===== config.mk =====
export PLATFORM = sky130hd
export DESIGN_NAME = bus_regfile_ctrl
export DESIGN_NICKNAME = d
export VERILOG_FILES = /design/src/rtl/cpu_pkg.sv /design/src/rtl/reg_en.sv /design/src/rtl/bus_regfile_ctrl.sv
export SDC_FILE = /design/constraint.sdc
export NUM_CORES = 1
export LEC_CHECK = 0
export ABC_AREA = 1
export CORE_ASPECT_RATIO = 0.9
export CORE_MARGIN = 2
export CORE_UTILIZATION = 40
export CTS_CLUSTER_SIZE = 20
export DETAILED_ROUTE_END_ITERATION = 10
export PLACE_DENSITY = 0.76
export RECOVER_POWER = 25
export SLEW_MARGIN = 0
export SYNTH_ARGS = -nofsm -noshare
export SYNTH_HDL_FRONTEND = slang
export SYNTH_SLANG_ARGS = --single-unit

===== constraint.sdc =====
create_clock -name clk -period 6 [get_ports clk]
set_input_delay 1.2 -clock clk [delete_from_list [all_inputs] [get_ports clk]]
set_output_delay 1.2 -clock clk [all_outputs]
set_load 0.02 [all_outputs]

===== src/rtl/cpu_pkg.sv =====
// Shared constants and types for the 16-bit CPU datapath controller.
// Opcode 100 (and) is only decoded when the AND_OP_EN macro is defined.
package cpu_pkg;

  localparam int DW_DEFAULT = 16;
  localparam int IW_DEFAULT = 9;

  localparam logic [2:0] OP_MV  = 3'b000;
  localparam logic [2:0] OP_MVI = 3'b001;
  localparam logic [2:0] OP_ADD = 3'b010;
  localparam logic [2:0] OP_SUB = 3'b011;
  localparam logic [2:0] OP_AND = 3'b100;

  typedef enum logic [1:0] {
    T0 = 2'd0,
    T1 = 2'd1,
    T2 = 2'd2,
    T3 = 2'd3
  } state_t;

endpackage


===== src/rtl/reg_en.sv =====
// Generic W-bit register with load enable and asynchronous active-low clear.
// Used for R0..R7, A, G and the instruction register.
module reg_en #(
  parameter int W = 16
) (
  input  logic         clk,
  input  logic         resetn,
  input  logic         en,
  input  logic [W-1:0] d,
  output logic [W-1:0] q
);

  always_ff @(posedge clk or negedge resetn) begin
    if (!resetn) begin
      q <= '0;
    end else if (en) begin
      q <= d;
    end
  end

endmodule


===== src/rtl/bus_regfile_ctrl.sv =====
// Register file (R0..R7, A, G, IR) and T0..T3 sequencer for mv/mvi/add/sub.
// Define AND_OP_EN to make opcode 100 an and instruction; otherwise it is a NOP.
module bus_regfile_ctrl
  import cpu_pkg::*;
#(
  parameter int DW = DW_DEFAULT,
  parameter int IW = IW_DEFAULT
) (
  input  logic          clk,
  input  logic          resetn,
  input  logic          run,
  input  logic [DW-1:0] din,
  input  logic [DW-1:0] buswires,
  output logic [DW-1:0] r0,
  output logic [DW-1:0] r1,
  output logic [DW-1:0] r2,
  output logic [DW-1:0] r3,
  output logic [DW-1:0] r4,
  output logic [DW-1:0] r5,
  output logic [DW-1:0] r6,
  output logic [DW-1:0] r7,
  output logic [DW-1:0] aluout,
  output logic [2:0]    rout,
  output logic          din_en,
  output logic          gout,
  output logic          done
);

  state_t        state_q;
  state_t        state_d;
  logic [IW-1:0] ir_q;
  logic [2:0]    opcode;
  logic [2:0]    rx;
  logic [2:0]    ry;
  logic          is_alu;
  logic          ir_load;
  logic          rx_write;
  logic [7:0]    reg_wen;
  logic          a_load;
  logic          g_load;
  logic [DW-1:0] a_q;
  logic [DW-1:0] alu_res;
  logic [DW-1:0] reg_q [8];
  logic          unused_din_hi;

  assign unused_din_hi = ^din[DW-1:IW];

  assign opcode = ir_q[8:6];
  assign rx     = ir_q[5:3];
  assign ry     = ir_q[2:0];

`ifdef AND_OP_EN
  assign is_alu = (opcode == OP_ADD) || (opcode == OP_SUB) || (opcode == OP_AND);
`else
  assign is_alu = (opcode == OP_ADD) || (opcode == OP_SUB);
`endif

  // State register: reset drops straight back to T0, abandoning any instruction.
  always_ff @(posedge clk or negedge resetn) begin
    if (!resetn) begin
      state_q <= T0;
    end else begin
      state_q <= state_d;
    end
  end

  // Next state: single-step instructions return from T1; ALU ops walk T1-T2-T3.
  always_comb begin
    state_d = state_q;
    case (state_q)
      T0:      if (run) state_d = T1;
      T1:      state_d = is_alu ? T2 : T0;
      T2:      state_d = T3;
      T3:      state_d = T0;
      default: state_d = T0;
    endcase
  end

  // Mux selects and done; everything idles at zero when the bus is not in use.
  always_comb begin
    rout   = 3'd0;
    din_en = 1'b0;
    gout   = 1'b0;
    done   = 1'b0;
    case (state_q)
      T1: begin
        if (opcode == OP_MV) begin
          rout = ry;
          done = 1'b1;
        end else if (opcode == OP_MVI) begin
          din_en = 1'b1;
          done   = 1'b1;
        end else if (is_alu) begin
          rout = rx;
        end else begin
          done = 1'b1;
        end
      end
      T2: rout = ry;
      T3: begin
        din_en = 1'b1;
        gout   = 1'b1;
        done   = 1'b1;
      end
      default: ;
    endcase
  end

  // At most one of IR, Rx, A or G loads in any given state.
  assign ir_load  = (state_q == T0) && run;
  assign a_load   = (state_q == T1) && is_alu;
  assign g_load   = (state_q == T2);
  assign rx_write = ((state_q == T1) && ((opcode == OP_MV) || (opcode == OP_MVI)))
                  || (state_q == T3);

  always_comb begin
    reg_wen = 8'd0;
    if (rx_write) begin
      reg_wen[rx] = 1'b1;
    end
  end

  // Carry and borrow fall off the top; results wrap modulo 2^DW.
  always_comb begin
    alu_res = a_q + buswires;
    case (opcode)
      OP_SUB:  alu_res = a_q - buswires;
`ifdef AND_OP_EN
      OP_AND:  alu_res = a_q & buswires;
`endif
      default: alu_res = a_q + buswires;
    endcase
  end

  reg_en #(.W(IW)) u_ir (
    .clk    (clk),
    .resetn (resetn),
    .en     (ir_load),
    .d      (din[IW-1:0]),
    .q      (ir_q)
  );

  for (genvar i = 0; i < 8; i++) begin : g_regs
    reg_en #(.W(DW)) u_reg (
      .clk    (clk),
      .resetn (resetn),
      .en     (reg_wen[i]),
      .d      (buswires),
      .q      (reg_q[i])
    );
  end

  reg_en #(.W(DW)) u_a (
    .clk    (clk),
    .resetn (resetn),
    .en     (a_load),
    .d      (buswires),
    .q      (a_q)
  );

  reg_en #(.W(DW)) u_g (
    .clk    (clk),
    .resetn (resetn),
    .en     (g_load),
    .d      (alu_res),
    .q      (aluout)
  );

  assign r0 = reg_q[0];
  assign r1 = reg_q[1];
  assign r2 = reg_q[2];
  assign r3 = reg_q[3];
  assign r4 = reg_q[4];
  assign r5 = reg_q[5];
  assign r6 = reg_q[6];
  assign r7 = reg_q[7];

endmodule


==> results.md <==
- Status: finished, violations left
- Failing checks: capacitance limit, slew limit
- CTS clk-pin slew, worst paths: 0.07 ns
- Congestion Overflow GR: 0
- R2R depth: 17
- Worst slew margin: -76.4%
- Synth area leader: dfrtp_1
- Ratio of cells with drive above 1 in the final layout: 5.53%
- Fin crit period: 4.24 ns
- H-tree levels: 4
- Root buffer cell: clkbuf_16
- Vias per inst: 4.98
- Vias in the first global route: 5878
- Largest net degree at the start of global routing: 104
- Startpoint Class: register
- CP endpoint kind: output pin
- Main combinational cell family by area after synthesis: simple AND/OR/NAND/NOR gates
- RSZ-0062 raised after global routing: no
- DR DRC count: 0
- Area fraction of the dominant cell type after synthesis: 55.5%
- Synthesized area: 7720 um2
- Critical Path Fanout Max: 25
- Largest cells by area after synthesis: dfrtp_1, nand2_1, o21ai_0, o21ai_1, ha_1
- Final period util: 70.7%
- Cell count after synthesis: 837
- Synth Warn #: 0
- Worst Hold Depth: 2
- Worst-Skew Late Latency: 0.43 ns
- RD Place Congestion: 0.844
- CTS Hold Buffers Added: 0
- Type of the worst min-delay path: register to register
- Die ar.: 20400 um2
- CTS resizes: 0
- Most frequent cells in the layout: nand2_1, clkdlybuf4s50_1, dfrtp_1
- Final setup fails: 0
- Unique cell type count in the Yosys netlist: 37
- Vias post-DR: 6295
- Drt wl/cell: 17.1 um
- Multi-input gate area: 2920 um2
- Final core occ: 53.4%
- CTS tree: yes
- Setup TNS: 0 ns
- All-Layer GR Usage: 21.7%
- Total CTS buffers: 17
- Die Y: 136 um
- Row count: 48
- Clk buf depth: 2
- Clock sink count: 171
- Setup CP Type: register to output pin
- Post-Synth Adder-Cell Area: 3.66%
- Initial antenna violation count: 1
- Register area: 4280 um2
- Area grow syn2layout: 31.7%
- Routed Antenna Nets: 0
- PD cells: 654 nW/um2
- Core ar.: 19000 um2
- Die Wd: 150 um
- First-pass GRT wire length: 33300 um
- Worst-margin pin slew: 2.65 ns
- Port Buffers: 177
- Post-DP HPWL: 14800 um
- Starting density of the core: 40.5%
- Arrival @ worst endpoint: 3.04 ns
- Io pins: 185
- Crit path required time: 4.80 ns
- DR iter-0 viols: 467
- Mapped Nets: 894
- Simple-Gate Fraction of Synth Area: 18.6%
- Diodes inserted: 0
- Setup Skew: 0.0159 ns
- Final hold vios: 0
- Flops & latches, synth: 171
- LEAKAGE: 4.85 nW
- Most common cell after layout, fill and taps aside: nand2_1
- MaxCap Viol Count: 1
- Fmax: 0.236 GHz
- Peak supply drop: 0.000361 V
- Layout Nets: 1057
- Register area share after synthesis: 55.5%
- Slew Limit Fails: 104
- Fill cells: 1719
- Post-CTS setup repair buffer count: 0
- Compound-Gate Fraction of Synth Area: 13.2%
- WL final: 21600 um
- Multiplexer area fraction after synthesis: 0.438%
- Syn Area/Cell: 9.22 um2
- Pre-Repair DR Iteration Count: 5
- Post-synthesis xor/xnor area fraction: 1.93%
[synth_stat cells (all sizes together)]
cell / n
a21o: 1
a21oi: 26
a31oi: 1
and3: 2
buf: 23
clkbuf: 12
clkinv: 4
dfrtp: 171
fa: 1
ha: 21
inv: 61
mux2: 3
nand2: 252
nand3: 23
nand3b: 3
nand4: 11
nor2: 34
nor3: 2
o21a: 1
o21ai: 164
o21bai: 1
o221ai: 1
o31ai: 2
xnor2: 6
xor2: 11
[worst paths after layout]
path | start | end | slack, ns
setup / recovery | state_q[0]$_DFFE_PN0P_ | rout[0] | 1.76
hold / removal | u_g.q[14]$_DFFE_PN0P_ | u_g.q[14]$_DFFE_PN0P_ | 0.48
setup reg to reg | u_ir.q[7]$_DFFE_PN0P_ | u_g.q[11]$_DFFE_PN0P_ | 3.22
hold reg to reg | u_g.q[14]$_DFFE_PN0P_ | u_g.q[14]$_DFFE_PN0P_ | 0.48
max in group asynchronous | resetn | g_regs[2].u_reg.q[11]$_DFFE_PN0P_ | 2.46
min in group asynchronous | resetn | u_g.q[8]$_DFFE_PN0P_ | 1.58
[logic make-up (layout without fill, tap and decap cells)]
logic type,after synthesis,count (layout)
AND/OR/NAND/NOR,327,327
multiplexers,3,3
adder cells (fa/ha/maj),22,22
AO/OA/AOI/OAI,197,197
XOR/XNOR,17,17
buffers and inverters,100,276
flip-flops,171,171
[layout make-up]
class,count,area share (%)
sequential,171,42.1
multi-input combinational,566,28.7
timing repair buffer,179,17.5
clock buffer,17,4.19
tap,250,3.08
inverter,65,2.45
clock inverter,15,1.99
[registers in the layout (all words and copies together) (netlist names), named ones only]
register,flops
u_g.q,16
g_regs.u_reg.q,128
state_q,1
u_a.q,16
u_ir.q,9
[metrics by stage]
stage | setup slack (ns) | instance area, um2 | power, mW | instances | hold WS [ns]
6_report | 1.76 | 10200 | 6.65 | 1263 | 0.483
4_1_cts | 1.75 | 10200 | 6.69 | 1263 | 0.485
3_5_place_dp | 1.46 | 9550 | 5.52 | 1231 | 0.466
2_1_floorplan | 2.58 | 7720 | 4.08 | 837 | 0.453
5_1_grt | 1.54 | 10200 | 7.14 | 1263 | 0.504
3_3_place_gp | 1.50 | 9550 | 5.44 | 1231 | 0.465
[layer usage]
| layer | vias up | GRT usage [%] | wire length, um |
|---|---|---|---|
| li1 | 3069 | - | - |
| met3 | 13 | 7.31 | 1780 |
| met2 | 189 | 32.4 | 9800 |
| met5 | - | 0 | 0 |
| met1 | 3024 | 30.5 | 9870 |
| met4 | 0 | 5.35 | 159 |
[critical path, stage by stage, from the launching register on]
cell             delay [ns]
dfrtp_1                0.43
inv_1                  0.14
ha_1                   0.48
inv_1                  0.46
nand2_1                0.22
nand2_1                0.07
a21oi_1                0.17
clkdlybuf4s50_1        0.63
[power breakdown]
| part | leakage (nW) | internal (mW) | switching, mW | total [mW] |
|---|---|---|---|---|
| clock network | 0.303 | 0.604 | 0.541 | 1.15 |
| registers | 1.98 | 1.73 | 0.367 | 2.10 |
| logic | 2.57 | 1.46 | 1.94 | 3.40 |
| total | 4.85 | 3.80 | 2.85 | 6.65 |
No activity file was read; power rests on OpenSTA's default activity.
